$ cat src/rtl/cnn_pkg.sv
// cnn_pkg: shared datapath width, FSM encoding and saturation limits for CNN output stages
package cnn_pkg;
  localparam int DATA_W = 32;
  localparam logic [1:0] ST_IDLE = 2'd0;
  localparam logic [1:0] ST_ACC = 2'd1;
  localparam logic [1:0] ST_OUT = 2'd2;
  localparam logic [DATA_W-1:0] SAT_POS = 32'h7FFF_FFFF;
  localparam logic [DATA_W-1:0] SAT_NEG = 32'h8000_0000;
endpackage

$ cat src/rtl/relu_sat.sv
// relu_sat: optional ReLU then signed saturation of a wide accumulator to 32 bits
module relu_sat
  import cnn_pkg::*;
#(
  parameter int ACC_W = 40,
  parameter int RELU_EN = 1
) (
  input  logic [ACC_W-1:0]  i_acc,
  output logic [DATA_W-1:0] o_dout
);
  logic w_neg, w_pos_ovf, w_neg_ovf;
  always_comb begin
    w_neg = i_acc[ACC_W-1];
    w_pos_ovf = !w_neg && (|i_acc[ACC_W-2:DATA_W-1]);
    w_neg_ovf = w_neg && !(&i_acc[ACC_W-2:DATA_W-1]);
    o_dout = (RELU_EN != 0 && w_neg) ? '0 :
             w_pos_ovf ? SAT_POS :
             w_neg_ovf ? SAT_NEG : i_acc[DATA_W-1:0];
  end
endmodule

$ cat src/rtl/mac_acc_relu.sv
// mac_acc_relu: bias-seeded KLEN-beat accumulator with ReLU/saturation and one-cycle result strobe
module mac_acc_relu
  import cnn_pkg::*;
#(
  parameter int KLEN = 25,
  parameter int ACC_W = 40,
  parameter int RELU_EN = 1
) (
  input  logic              clk,
  input  logic              rst_n,
  input  logic              ce,
  input  logic              bias_vld,
  input  logic [DATA_W-1:0] bias_din,
  input  logic              mac_din_vld,
  input  logic [DATA_W-1:0] mac_din,
  output logic [DATA_W-1:0] dout,
  output logic              dout_vld,
  output logic              busy,
  output logic              err
);
  localparam int CNT_W = (KLEN > 1) ? $clog2(KLEN) : 1;
  localparam logic [CNT_W-1:0] CNT_LAST = CNT_W'(KLEN - 1);
  logic [1:0]        r_state;
  logic [ACC_W-1:0]  r_acc;
  logic [CNT_W-1:0]  r_cnt;
  logic [DATA_W-1:0] r_dout;
  logic              r_dout_vld, r_err;
  logic [DATA_W-1:0] w_sat;
  relu_sat #(.ACC_W(ACC_W), .RELU_EN(RELU_EN)) u_sat (.i_acc(r_acc), .o_dout(w_sat));
  always_ff @(posedge clk or negedge rst_n) begin
    if (!rst_n) begin
      r_state <= ST_IDLE;
      r_acc <= '0;
      r_cnt <= '0;
      r_dout <= '0;
      r_dout_vld <= 1'b0;
      r_err <= 1'b0;
    end else begin
      r_dout_vld <= 1'b0;
      if (ce) begin
        if (r_state == ST_OUT) begin
          r_dout <= w_sat;
          r_dout_vld <= 1'b1;
        end
        // OUT accepts a new bias so back-to-back windows leave no idle gap
        if (bias_vld && r_state != ST_ACC) begin
          r_acc <= {{(ACC_W-DATA_W){bias_din[DATA_W-1]}}, bias_din};
          r_cnt <= '0;
          r_state <= ST_ACC;
        end else if (r_state == ST_OUT) begin
          r_state <= ST_IDLE;
        end else if (r_state == ST_ACC && mac_din_vld) begin
          r_acc <= r_acc + {{(ACC_W-DATA_W){mac_din[DATA_W-1]}}, mac_din};
          r_cnt <= r_cnt + CNT_W'(1);
          if (r_cnt == CNT_LAST) r_state <= ST_OUT;
        end
        if ((mac_din_vld && r_state != ST_ACC) || (bias_vld && r_state == ST_ACC)) r_err <= 1'b1;
      end
    end
  end
  assign dout = r_dout;
  assign dout_vld = r_dout_vld;
  assign busy = (r_state != ST_IDLE);
  assign err = r_err;
endmodule

$ cat config.mk
export PLATFORM = sky130hd
export DESIGN_NAME = mac_acc_relu
export DESIGN_NICKNAME = d
export VERILOG_FILES = /design/src/rtl/cnn_pkg.sv /design/src/rtl/relu_sat.sv /design/src/rtl/mac_acc_relu.sv
export SDC_FILE = /design/constraint.sdc
export NUM_CORES = 1
export LEC_CHECK = 0
export CAP_MARGIN = 20
export CORE_MARGIN = 2
export CORE_UTILIZATION = 50
export CTS_BUF_LIST = sky130_fd_sc_hd__clkbuf_4 sky130_fd_sc_hd__clkbuf_8 sky130_fd_sc_hd__clkbuf_16
export DETAILED_ROUTE_END_ITERATION = 8
export GPL_TIMING_DRIVEN = 0
export PLACE_DENSITY = 0.83
export REMOVE_ABC_BUFFERS = 1
export SYNTH_ARGS = -nofsm -noshare
export SYNTH_HDL_FRONTEND = slang
export SYNTH_HIERARCHICAL = 1
export SYNTH_SLANG_ARGS = --single-unit
$ cat constraint.sdc
create_clock -name clk -period 4.9 [get_ports clk]
set_clock_uncertainty 0.15 [all_clocks]
set_input_delay 0.98 -clock clk [delete_from_list [all_inputs] [get_ports clk]]
set_output_delay 0.98 -clock clk [all_outputs]
set_load 0.02 [all_outputs]
## Word level (Yosys, flattened, before mapping)

Cells that the tools add are included.

| word-level totals | value |
|---|---|
| output and inout bits | 35 |
| register bits after elaboration | 81 |
| word-level logic and storage cells | 47 |
| bits of input ports | 69 |

| cells by class | value |
|---|---|
| eq/ne operators | 5 |
| add/sub/neg operators | 2 |
| reductions and logical operators | 19 |
| muxes and demuxes | 15 |

Operators with widths:

| cell | count |
|---|---|
| $mux 40 | 3 |
| $mux 32 | 3 |
| $add 40x40->40 | 1 |
| $mux 5 | 3 |
| $mux 2 | 4 |
| $reduce_and 8->1 | 1 |
| $reduce_or 8->1 | 1 |
| $logic_and 1x1->1 | 6 |
| $reduce_and 3->1 | 2 |
| $reduce_bool 3->1 | 2 |
| $add 5x1->5 const B | 1 |
| $eq 5x5->1 const B | 1 |
| $ne 2x1->1 const B | 2 |
| $reduce_and 2->1 | 2 |
| $reduce_bool 2->1 | 2 |
| $eq 2x1->1 const B | 1 |
| $eq 2x2->1 const B | 1 |
| $logic_not 1->1 | 2 |
| $mux 1 | 2 |
| $logic_or 1x1->1 | 1 |

## Logic depth before layout (Yosys ltp)

Gate-level depths: netlist of run 1.

| depth | value |
|---|---|
| word-level depth | 6 |
| gate-level depth with buffers | 12 |
| mapped depth without buffers | 12 |

## By module

Netlist of run 1, hierarchy kept.

By module, submodules not included:

| module | cells an instance | times used | area each (um^2) | sequential area each (um^2) |
|---|---|---|---|---|
| mac_acc_relu | 679 | 1 | 5574.1 | 2026.9 |
| relu_sat | 75 | 1 | 442.9 | 0.0 |

## Worst setup path before layout of run 1

Ideal clock, no wire load.

| timing path | value |
|---|---|
| kind | input port to flip-flop |
| start point | input mac_din[0] |
| end point | register r_acc[36] |
| library setup time | 0.126 ns |
| data required time | 4.624 ns |
| buffers on the path | 0 |
| stages on the path | 12 |
| data arrival time | 3.153 ns |
| slack | 1.471 ns |
| cells stage by stage | ha_1 -> inv_1 -> fa_1 -> nand2b_1 -> a21o_1 -> a2111o_1 -> nand4_1 -> a221oi_2 -> a21oi_2 -> a21o_1 -> xor2_1 -> a221o_1 |

| between the ends | value |
|---|---|
| cells in the longest elaborated chain, start to end | 4 |

RTL lines:

| item | RTL line | text |
|---|---|---|
| start: declaration | mac_acc_relu.sv:15 | `input logic [DATA_W-1:0] mac_din,` |
| $add 40x40->40 | mac_acc_relu.sv:53 | `r_acc <= r_acc + {{(ACC_W-DATA_W){mac_din[DATA_W-1]}}, mac_din};` |
| $mux 40 | mac_acc_relu.sv:52 | `end else if (r_state == ST_ACC && mac_din_vld) begin` |
| $mux 40 | mac_acc_relu.sv:50 | `end else if (r_state == ST_OUT) begin` |
| $mux 40 | mac_acc_relu.sv:46 | `if (bias_vld && r_state != ST_ACC) begin` |
| end signal: assignment | mac_acc_relu.sv:47 | `r_acc <= {{(ACC_W-DATA_W){bias_din[DATA_W-1]}}, bias_din};` |
| end signal: assignment | mac_acc_relu.sv:53 |  |
| end: declaration | mac_acc_relu.sv:24 | `logic [ACC_W-1:0] r_acc;` |

Every way passes these cells. The select of a mux whose other input is x is not followed.
A chain may end at the register's enable or synchronous reset.

## Worst setup path after layout of run 1

Same ends and word-level chain as after synthesis.

==> results of run 1 <==
-- kinds of logic (layout without fill, tap and decap cells) --
logic type                 after synthesis  in the layout  synth area share
DFF                                     81             81            0.3369
buffers and inverters                   87            178           0.06633
other                                    1              1         0.0006232
and+or+nand+nor                        276            276            0.2059
adders and majority gates               42             42           0.08858
AOI/OAI and AO/OA                      230            230            0.2468
xor gates and xnor gates                33             33           0.04804
muxes                                    4              4          0.006862
-- cells in the final DEF (no fill, tap or decap), drive strengths merged, types with 2 or more instances in the layout --
cell type      Yosys  layout
a2111oi            2       2
a211o              2       2
a211oi             5       5
a21boi             3       3
a21o              20      20
a21oi             75      75
a31oi             47      47
a41oi              2       2
and2               4       4
and3               7       7
buf               16      11
clkbuf            22      13
clkdlybuf4s50      0     102
clkinv             0       2
dfrtp             81      81
ha                41      41
inv               49      49
mux2i              3       3
nand2            163     163
nand2b             5       5
nand3             13      13
nand3b             3       3
nand4              9       9
nor2              47      47
nor2b              4       4
nor3               9       9
nor4               4       4
o211ai             2       2
o21a               4       4
o21ai             42      42
o21bai             6       6
o22ai              4       4
o31a               4       4
o31ai              3       3
or3                4       4
xnor2             15      15
xor2              18      18
-- through the flow --
stage | hold WS [ns] | power (uW)
after CTS | 0.3255 | 4412
after global placement | 0.2878 | 3566
after floorplan | 0.3314 | 2993
after global routing | 0.3422 | 4798
final | 0.3216 | 4435
after detailed placement | 0.3116 | 3694
-- where the power goes --
| group | switching [uW] | leakage, uW | internal, uW |
|---|---|---|---|
| clock | 273 | 0.000154 | 424 |
| sequential | 221 | 0.000983 | 917 |
| combinational | 1450 | 0.00236 | 1150 |
-- sequential cells by signal (all words and copies together), names as in the netlist --
register  flops
dout         32
dout_vld      1
err           1
r_acc        40
r_cnt         5
r_state       2
-- cell type report --
| class | instances | share of cell area |
|---|---|---|
| timing repair buffer | 113 | 0.1635 |
| inverter | 49 | 0.02445 |
| multi-input combinational | 586 | 0.4781 |
| clock inverter | 3 | 0.005322 |
| clock buffer | 13 | 0.03476 |
| tap | 147 | 0.02445 |
| sequential | 81 | 0.2694 |
-- worst min-delay path by stage --
stage,end,slack [ns]
after floorplan,r_acc[19],0.33
after global routing,dout[23],0.34
after detailed placement,dout[24],0.31
final,dout[31],0.32
after CTS,dout[24],0.33
after global placement,err,0.29
-- routing by layer --
layer	part of all wire	vias to the layer above	GRT usage	wire length (um)
met5	0	-	0	0
met4	0.024	0	0.08130	375
met3	0.055	33	0.03773	878
met2	0.47	215	0.4056	7462
met1	0.45	2734	0.3459	7163
li1	-	2816	-	-
-- worst reg2reg max path, delay by kind of cell (launching register included) --
kind | cells | cell delay, ns
XOR/XNOR | 1 | 0.08
flip-flops | 1 | 0.37
AND/OR/NAND/NOR | 2 | 0.34
AO/OA/AOI/OAI | 6 | 1.50
adder cells (fa/ha/maj) | 2 | 0.60
buffers and inverters | 1 | 0.06
==> flow_metrics.tcl, run 1 <==
set metrics [dict create \
    die_height_um 113.7 \
    rsz0062_at_grt "no" \
    finalSetupTns_ns 0 \
    first_pass_iters 5 \
    r2r_end "r_acc[36]" \
    place.gp.congestion 0.9387 \
    antennaDiodeCount 0 \
    ys_types 71 \
    clock_sinks 81 \
    worst_slew_pin_slew_ns 1.077 \
    synthArstFlopShare 1.000 \
    path_depth 13 \
    r2r_slack_ns 1.68 \
    setup_viol 0 \
    end_kind "register" \
    grt_pass1_wl_um 26080 \
    cp_max_fo 5 \
    cp.required_ns 4.98 \
    overflow 0 \
    wl_per_cell_um 16.01 \
    cts_made_buffers 9 \
    core_area_mm2 0.01186 \
    cp.arrival_ns 4.02 \
    holdPathStages 2 \
    hold_class "register to register" \
    setup_ws_ns 0.9584 \
    fin_crit_sh 0.8044 \
    cts_tree "built" \
    startpoint "mac_din[0]" \
    dp.cells 975 \
    area_growth_pct 25.04 \
    min_period_ns 3.942 \
    start_util 0.5073 \
    drt-vias-per-instance 5.845 \
    post_dp_cell_area_mm2 0.007207 \
    wirelength_um 15880 \
    powerDensity_mw_per_mm2 589.5 \
    grt_pass1_vias 5343 \
    yosys.area.top_type_share 0.3369 \
    yosys-top-cells-count "nand2_1 (163), dfrtp_1 (81), a21oi_1 (73)" \
    hold_violations 0 \
    ctsHoldBuffers 0 \
    vias 5798 \
    drc 0 \
    slowest_stage "clkdlybuf4s50_1" \
    crit_buf_inv 2 \
    r2r_cells 12 \
    grt_usage 0.2502 \
    ir_drop_mv 0.2411 \
    status "finished clean" \
    critPathLaunchType "input pin" \
    multi_input_area_mm2 0.003597 \
    cts_root_buf "clkbuf_16" \
    yosys_warnings 6 \
    io_pins 104 \
    num_rows 40 \
    h-tree-depth 3 \
    yosysMostFrequentCell "nand2_1" \
    critPathKind "input pin to register" \
    final_nets 951 \
    yosys_most_used_dff "dfrtp_1" \
    synth-seq-cells 81 \
    grt_start_max_net_pins 55 \
    crit_top_cell "a21o_1" \
    r2r-start "r_acc[0]" \
    max_freq_mhz 253.7 \
    synth_area_mm2 0.006017 \
    p_leak_uw 0.003501 \
    synth_area_per_cell_um2 7.980 \
    drive_gt1_frac 0.06272 \
    hpwl_um 11570 \
    fin_area_mm2 0.007523 \
    io_buffers 103 \
    regArea_mm2 0.002027 \
    max-slew-margin-rel 0.2763 \
    cts_buffer_depth 2 \
    path_delay_family "compound AO/OA/AOI/OAI gates" \
    synthTopCellsByArea "dfrtp_1 (34%), nand2_1 (10%), ha_1 (8.5%)" \
    yosysTopAreaCell "dfrtp_1" \
    synth_edf_count 0 \
    cts_resized 0 \
    cpPeakStageDelay_ns 0.47 \
    clk_pin_slew_ns 0.06 \
    drt_first_iter_violations 392 \
    antenna_found_initial 0 \
    place_ws_ns 0.6544 \
    ys_seq_area_frac 0.3369 \
    drv_slew 0 \
    drv_cap 0 \
    clock_latency_ns 0.35 \
    post_cts_buffers 0 \
    die_area_mm2 0.01293 \
    fin_util 0.6343 \
    final_cells 992 \
    hp-start "dout[31]" \
    syn_inst 754 \
    cp-endpoint "r_acc[36]" \
    die_x_um 113.7 \
    route.antenna.remaining_nets 0 \
    worstPathCellList "clkdlybuf4s50_1, ha_1, inv_1, fa_1, nand2b_1, a21o_1, a2111o_1, nand4_1, a221oi_2, a21oi_2, a21o_1, xor2_1, a221o_1" \
    fill_cells 967 \
]
Note: power is estimated with default switching activity, not from simulation.
==> run 2: changes to the inputs <==
Settings changed: CORE_UTILIZATION 50 to 49, PLACE_DENSITY 0.83 to 0.85.
Clock period 4.9 ns to 3.6 ns, I/O delays scaled along.
==> run 2 against run 1 <==
Power rose by 39%. Via count fell by 0.21%. Final cell count rose by 0.30%. Core utilization fell by 0.49 points. Clock-buffer cell count fell by 2. First-iteration DRC count rose by 38%. Sequential power rose by 38%. Non-clock buffer count rose by 3.
==> flow_metrics.tcl, run 2 (synthesized netlist as in run 1, its figures left out) <==
set metrics [dict create \
    end_kind "register" \
    grt_pass1_vias 5515 \
    final_nets 954 \
    die_height_um 114.8 \
    cts_tree "built" \
    critPathKind "input pin to register" \
    post_dp_cell_area_mm2 0.007163 \
    critPathLaunchType "input pin" \
    largest_register_ff_count 40 \
    start_util 0.5009 \
    dp.cells 973 \
    route.antenna.remaining_nets 0 \
    fin_crit_sh 0.9723 \
    worstPathCellList "clkdlybuf4s50_1, inv_1, fa_2, nand2b_4, a21o_1, a2111o_1, nand4_1, a221oi_4, a21oi_2, buf_4, a31oi_1, xor2_1, a21oi_1" \
    wl_met3_um 1206 \
    final_common_cell "nand2_1" \
    first_pass_iters 5 \
    slowest_stage "clkdlybuf4s50_1" \
    vias 5786 \
    top_layer "met4" \
    wl_met2_um 7958 \
    num_rows 40 \
    hold_class "input pin to asynchronous set/reset pin" \
    ctsHoldBuffers 0 \
    cpPeakStageDelay_ns 0.50 \
    worst_slew_pin_slew_ns 1.036 \
    setup_viol 0 \
    cp.required_ns 3.63 \
    antennaDiodeCount 0 \
    path_delay_family "compound AO/OA/AOI/OAI gates" \
    overflow 0 \
    grt_start_max_net_pins 56 \
    max-slew-margin-rel 0.3087 \
    wl_per_cell_um 17.06 \
    wirelength_um 16980 \
    cts_root_buf "clkbuf_16" \
    met1_length_um 7373 \
    place.gp.congestion 0.9203 \
    setup_ws_ns 0.09977 \
    clock_latency_ns 0.35 \
    crit_buf_inv 3 \
    cts_made_buffers 9 \
    grt_pass1_wl_um 27560 \
    regMostFlops "r_acc" \
    io_buffers 103 \
    clk_pin_slew_ns 0.06 \
    drt_first_iter_violations 541 \
    fin_util 0.6294 \
    p_leak_uw 0.003516 \
    fin_area_mm2 0.007560 \
    place_ws_ns -0.3920 \
    powerDensity_mw_per_mm2 812.8 \
    power.total_uw 6144 \
    drv_cap 0 \
    status "finished clean" \
    antenna_found_initial 0 \
    hold_violations 0 \
    h-tree-depth 3 \
    cp_max_fo 3 \
    cts_buffer_depth 2 \
    die_area_mm2 0.01318 \
    max_freq_mhz 285.7 \
    drive_gt1_frac 0.07311 \
    grt_usage 0.2638 \
    area_growth_pct 25.64 \
    drt-vias-per-instance 5.815 \
    final_cells 995 \
    drv_slew 0 \
    core_area_mm2 0.01201 \
    cp.arrival_ns 3.53 \
    min_period_ns 3.500 \
    hpwl_um 12310 \
    clock_sinks 81 \
    io_pins 104 \
    die_x_um 114.8 \
    final_cell_mix "nand2_1 (162), clkdlybuf4s50_1 (100), dfrtp_1 (81)" \
    drc 0 \
    ir_drop_mv 0.2711 \
]
==> run 2: worst register-to-register path: cells and delay by family (launching register included) <==
family          cells  cell delay, ns
simple gates        2            0.34
flops               1            0.39
buf+inv             2            0.22
fa+ha+maj           2            0.61
xor+xnor            1            0.17
compound gates      6            1.23
==> run 2: per-layer routing <==
metal	up-vias	track usage
met5	-	0
met4	0	0.09317
met3	34	0.04112
met2	258	0.4268
met1	2677	0.3622
li1	2817	-
==> run 2: worst paths after layout <==
kind / end / startpoint / depth (start not counted) / slack, ns
min reg2reg: err / err / 1 / 0.31
max reg2reg: r_acc[32] / r_acc[0] / 13 / 0.34
min: dout[7] / rst_n / 1 / 0.14
min in group clk: err / err / 1 / 0.31
max in group asynchronous: dout[27] / rst_n / 2 / 2.54
max: r_acc[32] / mac_din[1] / 13 / 0.1
==> run 2: area by class of cell <==
| type | count | area, um2 |
|---|---|---|
| inverters | 49 | 183.9 |
| repair buffers | 116 | 1237 |
| clock buffers | 11 | 246.5 |
| well taps | 147 | 183.9 |
| multi-input cells | 586 | 3650 |
| clock inverters | 5 | 31.28 |
| flip-flops and latches | 81 | 2027 |
| fillers | 1022 | 4452 |
==> run 2: what timing repair did <==
item,CTS,global route
hold endpoints to repair,0,0
gates resized for setup,2,10
pin swaps,2,9
cloned,0,0
buffers inserted,2,3
endpoints found under the setup margin,3,7
==> run 2: report_power, final <==
group	internal [uW]	switching [uW]	total [uW]	leakage, uW
sequential	1250	321	1570	0.000983
clock	491	383	875	0.000139
combinational	1620	2080	3700	0.00239
total	3360	2790	6140	0.00352
==> run 2: per-stage QoR <==
step / TNS (ns) / hold WS, ns
after floorplan: 0 / 0.2744
after global placement: -158.69 / 0.2891
after detailed placement: -3.404 / 0.2984
after CTS: 0 / 0.1535
after global routing: -0.003243 / 0.1667
final: 0 / 0.1426
